**config.mk**
```make
export PLATFORM = sky130hd
export DESIGN_NAME = bf_ifetch_flat
export DESIGN_NICKNAME = d
export VERILOG_FILES = /design/src/rtl/bf_ifetch_if.sv /design/src/rtl/bf_ifetch.sv /design/src/flat_wrapper.sv
export SDC_FILE = /design/constraint.sdc
export NUM_CORES = 1
export LEC_CHECK = 0
export CAP_MARGIN = 20
export CORE_MARGIN = 2
export CORE_UTILIZATION = 57
export CTS_CLUSTER_SIZE = 40
export DETAILED_ROUTE_END_ITERATION = 16
export PLACE_DENSITY = 0.85
export SKIP_LAST_GASP = 1
export SYNTH_ARGS = -nofsm -noshare
export SYNTH_HDL_FRONTEND = slang
export SYNTH_SLANG_ARGS = --single-unit
```
**constraint.sdc**
```tcl
create_clock -name clk -period 8.2 [get_ports clk]
set_clock_uncertainty 0.1 [all_clocks]
set_input_delay 0.82 -clock clk [delete_from_list [all_inputs] [get_ports clk]]
set_output_delay 0.82 -clock clk [all_outputs]
set_load 0.03 [all_outputs]
```
**src/rtl/bf_ifetch_if.sv**
```systemverilog
// Fetch-stage bundle: instruction-ROM read port, decoder-side opcode handshake and PC redirect.
interface bf_ifetch_if #(
   parameter int A_WIDTH = 12,
   parameter int D_WIDTH = 8
);
   logic               rom_ce;
   logic [A_WIDTH-1:0] rom_a;
   logic [D_WIDTH-1:0] rom_q;
   logic               out_valid;
   logic               out_ready;
   logic [D_WIDTH-1:0] out_insn;
   logic [A_WIDTH-1:0] out_pc;
   logic               redirect;
   logic [A_WIDTH-1:0] redirect_pc;
   logic               halted;

   modport master (
      output rom_ce, rom_a, out_valid, out_insn, out_pc, halted,
      input  rom_q, out_ready, redirect, redirect_pc
   );

   modport slave (
      input  rom_ce, rom_a, out_valid, out_insn, out_pc, halted,
      output rom_q, out_ready, redirect, redirect_pc
   );
endinterface

```
**src/rtl/bf_ifetch.sv**
```systemverilog
// Brainfuck fetch: sequential-PC ROM reads into a 2-entry {insn,pc} queue; issue-to-present 2 cycles.
// Backpressure: fetch stalls once queued + in-flight reaches 2; redirect flushes, 0x00 halts fetch.
module bf_ifetch #(
   parameter int A_WIDTH = 12,
   parameter int D_WIDTH = 8
) (
   input logic         clk,
   input logic         rst_n,
   bf_ifetch_if.master bus
);

   typedef struct packed {
      logic [D_WIDTH-1:0] insn;
      logic [A_WIDTH-1:0] pc;
   } ent_t;

   logic [A_WIDTH-1:0] pc_q, pc_d;
   logic [A_WIDTH-1:0] infl_pc_q, infl_pc_d;
   logic               infl_q, infl_d;
   logic               halted_q, halted_d;
   logic [1:0]         count_q, count_d;
   ent_t               ent_q [2];
   ent_t               ent_d [2];

   logic               pop;
   logic               issue;
   logic               ret_ok;
   logic               push;
   logic [1:0]         kept;
   logic [2:0]         occ;

   always_comb begin
      pop    = (count_q != 2'd0) && bus.out_ready;
      occ    = {1'b0, count_q} + {2'b00, infl_q} - {2'b00, pop};
      issue  = rst_n && !halted_q && !bus.redirect && (occ < 3'd2);
      // A response is only meaningful if nothing since its issue has flushed or halted the stream.
      ret_ok = infl_q && !halted_q && !bus.redirect;
      push   = ret_ok && (bus.rom_q != '0);
      kept   = count_q - {1'b0, pop};

      ent_d[0] = pop ? ent_q[1] : ent_q[0];
      ent_d[1] = ent_q[1];
      if (push && (kept == 2'd0)) ent_d[0] = {bus.rom_q, infl_pc_q};
      if (push && (kept != 2'd0)) ent_d[1] = {bus.rom_q, infl_pc_q};

      count_d   = kept + {1'b0, push};
      infl_d    = issue;
      infl_pc_d = issue ? pc_q : infl_pc_q;
      pc_d      = issue ? pc_q + A_WIDTH'(1) : pc_q;
      halted_d  = halted_q || (ret_ok && (bus.rom_q == '0));

      if (bus.redirect) begin
         count_d  = 2'd0;
         pc_d     = bus.redirect_pc;
         halted_d = 1'b0;
      end
   end

   always_ff @(posedge clk or negedge rst_n) begin
      if (!rst_n) begin
         pc_q      <= '0;
         infl_pc_q <= '0;
         infl_q    <= 1'b0;
         halted_q  <= 1'b0;
         count_q   <= 2'd0;
         ent_q[0]  <= '0;
         ent_q[1]  <= '0;
      end else begin
         pc_q      <= pc_d;
         infl_pc_q <= infl_pc_d;
         infl_q    <= infl_d;
         halted_q  <= halted_d;
         count_q   <= count_d;
         ent_q[0]  <= ent_d[0];
         ent_q[1]  <= ent_d[1];
      end
   end

   assign bus.rom_ce    = issue;
   assign bus.rom_a     = pc_q;
   assign bus.out_valid = (count_q != 2'd0);
   assign bus.out_insn  = ent_q[0].insn;
   assign bus.out_pc    = ent_q[0].pc;
   assign bus.halted    = halted_q;

endmodule

```
**src/flat_wrapper.sv**
```systemverilog
// flat-port wrapper written by rule: the top's interface ports become plain ports
module bf_ifetch_flat 
#(
   parameter int A_WIDTH = 12,
   parameter int D_WIDTH = 8
)
  (clk, rst_n, bus_rom_ce, bus_rom_a, bus_out_valid, bus_out_insn, bus_out_pc, bus_halted, bus_rom_q, bus_out_ready, bus_redirect, bus_redirect_pc);
  bf_ifetch_if #(.A_WIDTH(A_WIDTH), .D_WIDTH(D_WIDTH)) bus_i ();
  input logic clk;
  input logic rst_n;
  output wire logic [$bits(bus_i.rom_ce)-1:0] bus_rom_ce;
  output wire logic [$bits(bus_i.rom_a)-1:0] bus_rom_a;
  output wire logic [$bits(bus_i.out_valid)-1:0] bus_out_valid;
  output wire logic [$bits(bus_i.out_insn)-1:0] bus_out_insn;
  output wire logic [$bits(bus_i.out_pc)-1:0] bus_out_pc;
  output wire logic [$bits(bus_i.halted)-1:0] bus_halted;
  input wire logic [$bits(bus_i.rom_q)-1:0] bus_rom_q;
  input wire logic [$bits(bus_i.out_ready)-1:0] bus_out_ready;
  input wire logic [$bits(bus_i.redirect)-1:0] bus_redirect;
  input wire logic [$bits(bus_i.redirect_pc)-1:0] bus_redirect_pc;
  assign bus_rom_ce = bus_i.rom_ce;
  assign bus_rom_a = bus_i.rom_a;
  assign bus_out_valid = bus_i.out_valid;
  assign bus_out_insn = bus_i.out_insn;
  assign bus_out_pc = bus_i.out_pc;
  assign bus_halted = bus_i.halted;
  assign bus_i.rom_q = bus_rom_q;
  assign bus_i.out_ready = bus_out_ready;
  assign bus_i.redirect = bus_redirect;
  assign bus_i.redirect_pc = bus_redirect_pc;
  bf_ifetch #(.A_WIDTH(A_WIDTH), .D_WIDTH(D_WIDTH)) u_core (.clk(clk), .rst_n(rst_n), .bus(bus_i));
endmodule
```
==> results of run 1 <==
routing by layer:
| metal | vias to the layer above | global-route usage |
|---|---|---|
| li1 | 1104 | - |
| met1 | 1139 | 0.305 |
| met2 | 68 | 0.372 |
| met3 | 12 | 0.0404 |
| met4 | 0 | 0.122 |
| met5 | - | 0 |
stage by stage:
step	std cells	utilization	setup WS, ps	total power (uW)	area, um2
after floorplan	299	-	4250	1150	3340
after global placement	399	0.683	2880	1290	3810
after detailed placement	399	0.683	2810	1320	3810
after CTS	415	0.721	2790	1630	4020
after global routing	415	0.721	2560	1730	4020
final	415	0.721	2770	1630	4020
final timing paths:
check | end
setup / recovery | bus_rom_ce
hold / removal | u_core.infl_pc_q[7]$_DFFE_PN0P_
setup reg to reg | u_core.bus.rom_a[11]$_DFFE_PN0P_
hold reg to reg | u_core.infl_pc_q[7]$_DFFE_PN0P_
max in group asynchronous | u_core.bus.out_insn[7]$_DFFE_PN0P_
min in group asynchronous | u_core.bus.out_insn[0]$_DFFE_PN0P_
registers in the layout, summed over array words and instances, names as in the netlist:
signal               count
u_core.bus.rom_a        12
u_core.bus.halted        1
u_core.ent_q            20
u_core.infl_q            1
u_core.bus.out_pc       12
u_core.count_q           2
u_core.bus.out_insn      8
u_core.infl_pc_q        12
power by group:
part | switching [uW] | internal (uW)
clock | 132 | 170
sequential | 113 | 480
combinational | 396 | 337
worst register-to-register path, stage by stage, from the launching register on:
cell and delay [ps]:
dfrtp_1 440, or2_1 270, nand2_1 70, buf_4 340, inv_2 80, ha_1 280
nand2b_1 160, fa_1 380, xor2_1 220, or2_1 690, inv_2 330, a21bo_1 250
a221o_1 280
area by class of cell:
| class | instances | area, um2 | share of cell area |
|---|---|---|---|
| Clock buffer | 9 | 124 | 0.0308 |
| Clock inverter | 7 | 91.3 | 0.0227 |
| Inverter | 10 | 37.5 | 0.00933 |
| Multi-Input combinational cell | 187 | 1370 | 0.341 |
| Sequential cell | 68 | 1700 | 0.423 |
| Tap cell | 72 | 90.1 | 0.0224 |
| Timing Repair Buffer | 62 | 606 | 0.151 |
placed cells by master, fill, tap and decap left out, drive strengths merged, types with 9 or more instances in the layout:
cell           Yosys  layout
nand2             31      31
clkdlybuf4s50      0      57
dfrtp             68      68
o21ai             12      12
a21oi             22      22
clkbuf             2       9
inv               10      10
nor2              28      28
mux2              20      20
mux2i             24      24
synthesized netlist by cell type:
cell type / n / area share
a21bo_1: 1 / 0.0030
a21boi_0: 2 / 0.0045
a21boi_1: 1 / 0.0022
a21oi_1: 21 / 0.031
a21oi_2: 1 / 0.0026
a221o_1: 6 / 0.018
a22oi_1: 2 / 0.0045
a32oi_1: 1 / 0.0026
and3_1: 2 / 0.0037
buf_2: 10 / 0.015
buf_4: 20 / 0.045
buf_6: 2 / 0.0067
clkbuf_1: 2 / 0.0022
dfrtp_1: 68 / 0.51
fa_1: 1 / 0.0060
ha_1: 4 / 0.015
inv_1: 8 / 0.0090
inv_2: 2 / 0.0022
mux2_4: 20 / 0.090
mux2i_1: 24 / 0.072
nand2_1: 31 / 0.035
nand2b_1: 1 / 0.0019
nand3_1: 3 / 0.0045
nand4_1: 2 / 0.0037
nand4_2: 1 / 0.0037
nand4bb_1: 1 / 0.0034
nor2_1: 28 / 0.031
nor2b_1: 1 / 0.0019
nor3_1: 2 / 0.0030
nor3b_1: 3 / 0.0067
nor4_1: 4 / 0.0075
o2111ai_2: 1 / 0.0045
o21ai_0: 3 / 0.0045
o21ai_1: 8 / 0.012
o21ai_2: 1 / 0.0026
o21bai_1: 1 / 0.0022
o31ai_1: 1 / 0.0022
or2_1: 2 / 0.0037
or4_4: 3 / 0.010
xnor2_1: 2 / 0.0052
xor2_1: 2 / 0.0052
cell families (layout without fill, tap and decap cells):
family | count (synthesis) | in the layout | synth area share
buffers and inverters | 44 | 88 | 0.0802
adder cells (fa/ha/maj) | 5 | 5 | 0.0210
AO/OA/AOI/OAI | 50 | 50 | 0.0970
multiplexers | 44 | 44 | 0.162
AND/OR/NAND/NOR | 84 | 84 | 0.120
XOR/XNOR | 4 | 4 | 0.0105
flip-flops | 68 | 68 | 0.509
==> results.txt, run 1 <==
Measured in cells, the most critical reg-to-reg path has a length of 12. The largest individual stage delay along the critical path comes from the cell clkdlybuf4s50_1. The remaining global-route overflow came out at 0. After detailed routing, the number of remaining DRC violations is 0.

The arrival time reported for the critical path endpoint is 4510 ps. Detailed routing placed a total of 355 um of wire on met3. Highest metal layer with signal wires: met4.

The critical hold path startpoint is u_core.infl_pc_q[7]$_DFFE_PN0P_. The worst register-to-register path has a setup slack of 4200 ps. The run gives 0 as the count of antenna diodes in the layout. Dividing total power by cell area gives a power density of 405 nW/um2. In this run the worst path has a maximum fanout of 27.

For the remaining max-slew budget at the tightest pin, the log shows 0.434. The worst register-to-register path begins at u_core.count_q[1]$_DFF_PN0_. The tightest hold path in the finished design has a slack of 407 ps. The first routing iteration left 207 violations. Summed over all nets, wire length on met2 after detailed routing comes to 3.32 mm. For the number of buffers created by CTS, the log shows 9. The first global-routing pass estimated 11.4 mm of wire. The placer congestion estimate is 0.795, and the number of primary I/O pins is 59. The post-cts sizing count was 0. Tracing the worst setup path back leads to its startpoint at bus_out_ready. The number of buffers and inverters on the critical path is 5. For the clock insertion delay at the later pin of the skew report, the log shows 350 ps. TritonCTS built the clock tree.

The area growth from synthesis to layout is 20.4%. The die is 80.6 um wide. The wire length per cell after detailed routing works out to 16.5 um.

The critical path class is input port to output port. After legalization and detailed placement, the total HPWL measured 4.36 mm. For this block, wires on met1 add up to 3.04 mm. The portion of the clock cycle consumed by the worst path in the final layout is 0.662. Sort of element at the end of the critical path: an output port. For the fill cell total of the finished layout, the log shows 395.

For the maximum number of buffers from clock root to sink, the log shows 2. Input and output buffers added on the ports amount to 58. STA puts the critical path data required time at 7280 ps.

Setup repair after global routing left no endpoint under its margin. The static leakage was 0.00195 uW. For this block, the routed nets add up to 6.85 mm of wire. For this run, the detailed router's first-pass iteration total came to 4. The average via count per standard cell came out at 5.60. The transition time of the tightest slew-check pin is 849 ps, and the via count is 2323. Summing every instance area after synthesis gives 3340 um2. Counting distinct cell types in the post-synthesis netlist gives 41. The critical path runs through a total of 11 cells. Entering global routing, the biggest net connects 70 pins. The number of nets with antenna violations after detailed routing came out at 0.

The maximum clock rate is 184 MHz. Buffers added to address setup during post-CTS repair amount to 0. Among cell families on the critical path, the largest total delay comes from buffers and inverters. The tools report the starting utilization of the core area as 0.599.

The time the worst path needs with I/O delays and setup came out at 5430 ps. The tools report the sequential share of the synthesized area as 0.509. The logs give 0 for the hold-fix buffer count after cts and 328 for the post-synthesis net count. The clock edge transition at the registers on the reported setup and hold paths was 70 ps.

The number of max-slew violations in the final report is 0, and the number of core rows is 27. The run gives 299 as the count of mapped cells out of synthesis. The flow ran to the end, and the final reports show no timing, DRC or antenna violations. The worst hold path cell count came out at 2. The logs give 0 for the yosys synthesis warning count and 0 for the hold violation total from the final report. The via count of the first global-routing pass is 2379. Type of the most critical hold path: flip-flop to flip-flop.

The floorplan step set the die height to 80.6 um. The tool flagged a number of max-cap violations equal to 0. The layout cell share with drive strength beyond 1 was 0.146; the register bit count reported by yosys was 68.

The number of nets in the final layout is 367, and the overall global routing resource usage is 0.233. Traced cell by cell, the critical path runs through clkdlybuf4s50_1 > nand2_1 > buf_4 > inv_2 > ha_1 > nand2b_1 > fa_1 > nand4bb_1 > or2_1 > inv_2 > clkdlybuf4s50_1. The number of antenna violations at the first check in global routing was 0. Across the VDD grid, the largest voltage drop is 0.241 mV. The H-tree depth is 3.

The floorplan step defined a die boundary enclosing 6490 um2. The tree is rooted in a clkbuf_8. The core region is 5570 um2. Setup violations remaining at the end of the flow were counted as 0. The average instance in the mapped netlist occupies 11.2 um2. The delay of the slowest critical-path stage is 740 ps.

The post-route setup TNS is 0 ps. Launching element type of the critical path: an input port. The clock drives 68 sinks.
(Power assumes the default switching activity.)
==> run 2, diff against run 1 <==
--- a/config.mk
+++ b/config.mk
@@ -7,10 +7,10 @@
 export LEC_CHECK = 0
 export CAP_MARGIN = 20
 export CORE_MARGIN = 2
-export CORE_UTILIZATION = 57
+export CORE_UTILIZATION = 48
 export CTS_CLUSTER_SIZE = 40
 export DETAILED_ROUTE_END_ITERATION = 16
-export PLACE_DENSITY = 0.85
+export PLACE_DENSITY = 0.77
 export SKIP_LAST_GASP = 1
 export SYNTH_ARGS = -nofsm -noshare
 export SYNTH_HDL_FRONTEND = slang
==> constraint.sdc (replaced) <==
create_clock -name clk -period 4.4 [get_ports clk]
set_clock_uncertainty 0.1 [all_clocks]
set_input_delay 0.44 -clock clk [delete_from_list [all_inputs] [get_ports clk]]
set_output_delay 0.44 -clock clk [all_outputs]
set_load 0.03 [all_outputs]
==> run 2 against run 1 <==
Sequential power increased by 85%. Critical path depth is 1 lower. Cell count up 2.4%. Global-route usage decreased by 4.7 points. Highest routed layer unchanged. Die area grew 18%. Non-clock buffer count grew 2. Largest power group unchanged. Sequential share of layout area is 0.14 points lower. Count of clock-buffer cells in the layout increased by 3. Routed wire length shrank 4.0%. Core utilization decreased by 12 points.
==> results.txt, run 2 (synthesized netlist as in run 1, its figures left out) <==
After global routing, the most crowded layer is met2. The hold violation total from the final report was 0. Setup repair after global routing left no endpoint under its margin. The via count of the first global-routing pass is 2177. The number of max-slew violations in the final report was 0; the met2 usage in global routing was 0.272. The number of nets in the final layout is 369. The final wirelength came out at 6.58 mm. The endpoint identified for the worst register-to-register timing path is u_core.bus.rom_a[11]$_DFFE_PN0P_. The number of buffers created by CTS is 9, and the number of iterations in the first detailed-routing pass is 4. The met3 capacity usage during global routing came out at 0.0303. The max capacitance violation total came out at 0. The register ranked first by flip-flop count was u_core.ent_q. The portion of the clock cycle consumed by the worst path in the final layout is 0.808.

The H-tree depth was 3. Global routing finished with a remaining overflow of 0. The clock edge transition at the registers on the reported setup and hold paths came out at 70 ps. STA classifies the critical path startpoint as a flip-flop. Among all stages on the critical path, the largest delay is contributed by fa_1. After detailed routing, the number of remaining DRC violations is 0. The run gives 0 as the number of antenna violations at the first check in global routing.

The run finished with clean final reports. Wire length per cell after detailed routing: 15.5 um. Walking the worst path, the cells encountered are or2_1 > nand2_1 > inv_2 > ha_1 > nand2b_1 > fa_1 > nand4bb_1 > or2_1 > inv_2 > buf_4. The final-report setup violation count was 0.

The run gives 0 as the count of antenna diodes in the layout. Counting cells, the worst reg-to-reg path comes to 10. The clock reaches the later pin of the worst-skew pair after 350 ps.

For the maximum number of buffers from clock root to sink, the log shows 2. The delay of the slowest critical-path stage was 480 ps. The placer congestion estimate is 0.760, and the area of all placed cells without fillers is 4040 um2. The tools report the hold-fix buffer count after cts as 0.

The logs give 0.494 for the starting utilization of the core area and 3840 um2 for the instance area after placement. In this run, the number of DRC markers left after iteration 0 of detailed routing was 142. For the pin with the worst max-slew slack, the measured transition is 845 ps.

The floorplan step defined a core boundary enclosing 6760 um2. Counting I/O delays and the setup requirement, the final critical path takes 3550 ps. The power per unit of standard cell area works out to 733 nW/um2. The half-perimeter wire length after placement came out at 4.46 mm. The run gives 30 as the number of core rows.

Critical path class: flip-flop to output port. The die is 87.4 um tall. The first-pass GRT wire length came out at 10.8 mm. The startpoint identified for the worst register-to-register timing path is u_core.count_q[1]$_DFF_PN0_. Entering global routing, the biggest net connects 69 pins. The overall global routing resource usage was 0.186. The logs give 68 for the CTS sink count and 0.339 mV for the maximum resistive drop on vdd. The run gives 409 as the placed instance count. The post-route setup TNS was 0 ps; the layout cell share with drive strength beyond 1 was 0.148. The remaining max-slew budget at the tightest pin came out at 0.437. In the layout the commonest cells are dfrtp_1 (68), clkdlybuf4s50_1 (56), nand2_1 (31), nor2_1 (28), mux2i_1 (24). The run gives 1340 ps as the worst-case register-to-register setup slack.

The die covers 7640 um2. The via count was 2267; the count of input and output buffers was 58. The run gives 281 MHz as the maximum clock rate. The average via count per standard cell was 5.33.

The width of the chip came out at 87.4 um. The worst setup path is captured at an output port. The count of nets left with antenna violations once routing finished came out at 0. The met1 capacity usage during global routing was 0.264; the static leakage was 0.00195 uW.

The register with the most flip-flops in the layout has 20 of them. The tightest min-delay check is of the input port to asynchronous set/reset pin type. Compared with the post-synthesis result, the final layout area differs by 20.8%.

Buffers added to address setup during post-CTS repair amount to 0. TritonCTS built the clock tree. For the worst setup path, the data required time is 3860 ps. The number of primary I/O pins was 59.

In this run the worst setup path begins at u_core.count_q[1]$_DFF_PN0_. For the arrival time reported for the critical path endpoint, the log shows 3010 ps. The number of cells in the finished layout apart from fillers came out at 425.

Buffer cell driving the clock tree root: clkbuf_8. In this run the worst path has a maximum fanout of 18. The library cell used most frequently in the layout, excluding fill and tap cells, is dfrtp_1. Post-CTS repair changed the size of 0 cells.
[run 2: cell count changes in the layout (fill, tap and decap cells not counted), sizes merged]
cell,delta
buf,+3
clkinvlp,-1
bufinv,-1
clkdlybuf4s50,-1
clkbuf,+3
clkinv,-1
[run 2: worst max-delay path, delay by kind of cell (launching register included)]
kind | cells | cell delay [ps]
buffers and inverters | 3 | 530
AND/OR/NAND/NOR | 5 | 960
flip-flops | 1 | 440
adder cells (fa/ha/maj) | 2 | 740
[run 2: worst max path at each step]
stage                            end  slack, ps  cells after the start
final                     bus_rom_ce        850                     10
after global routing      bus_rom_ce        690                     10
after CTS                 bus_rom_ce        820                     10
after detailed placement  bus_rom_ce       1050                     10
after global placement    bus_rom_ce       1080                     10
after floorplan           bus_rom_ce        830                     12
[run 2: through the flow]
stage                     hold slack, ps   util  worst slack, ps  total power (uW)
after floorplan                     44.4      -              833              2140
after global placement               390  0.569             1080              2420
after detailed placement             395  0.569             1050              2470
final                                252  0.597              845              2960
after global routing                 334  0.597              687              3150
after CTS                            284  0.597              821              2980
[run 2: final cells by class]
cell class / instances / area (um2)
inverter: 10 / 37.5
timing repair buffer: 64 / 631
clock inverter: 4 / 48.8
fill: 539 / 2720
clock buffer: 12 / 145
multi-input combinational: 187 / 1370
tap: 80 / 100
sequential: 68 / 1700
[run 2: routing by layer]
layer / vias to the layer above / wire length (um) / part of all wire
li1: 1105 / - / -
met1: 1108 / 3130 / 0.48
met2: 44 / 3120 / 0.47
met3: 10 / 222 / 0.034
met4: 0 / 110 / 0.017
met5: - / 0 / 0
[run 2: power breakdown]
part	switching, uW	internal [uW]	leakage [uW]
Sequential	203	894	0.000851
Combinational	721	634	0.00100
Clock	229	277	0.000100
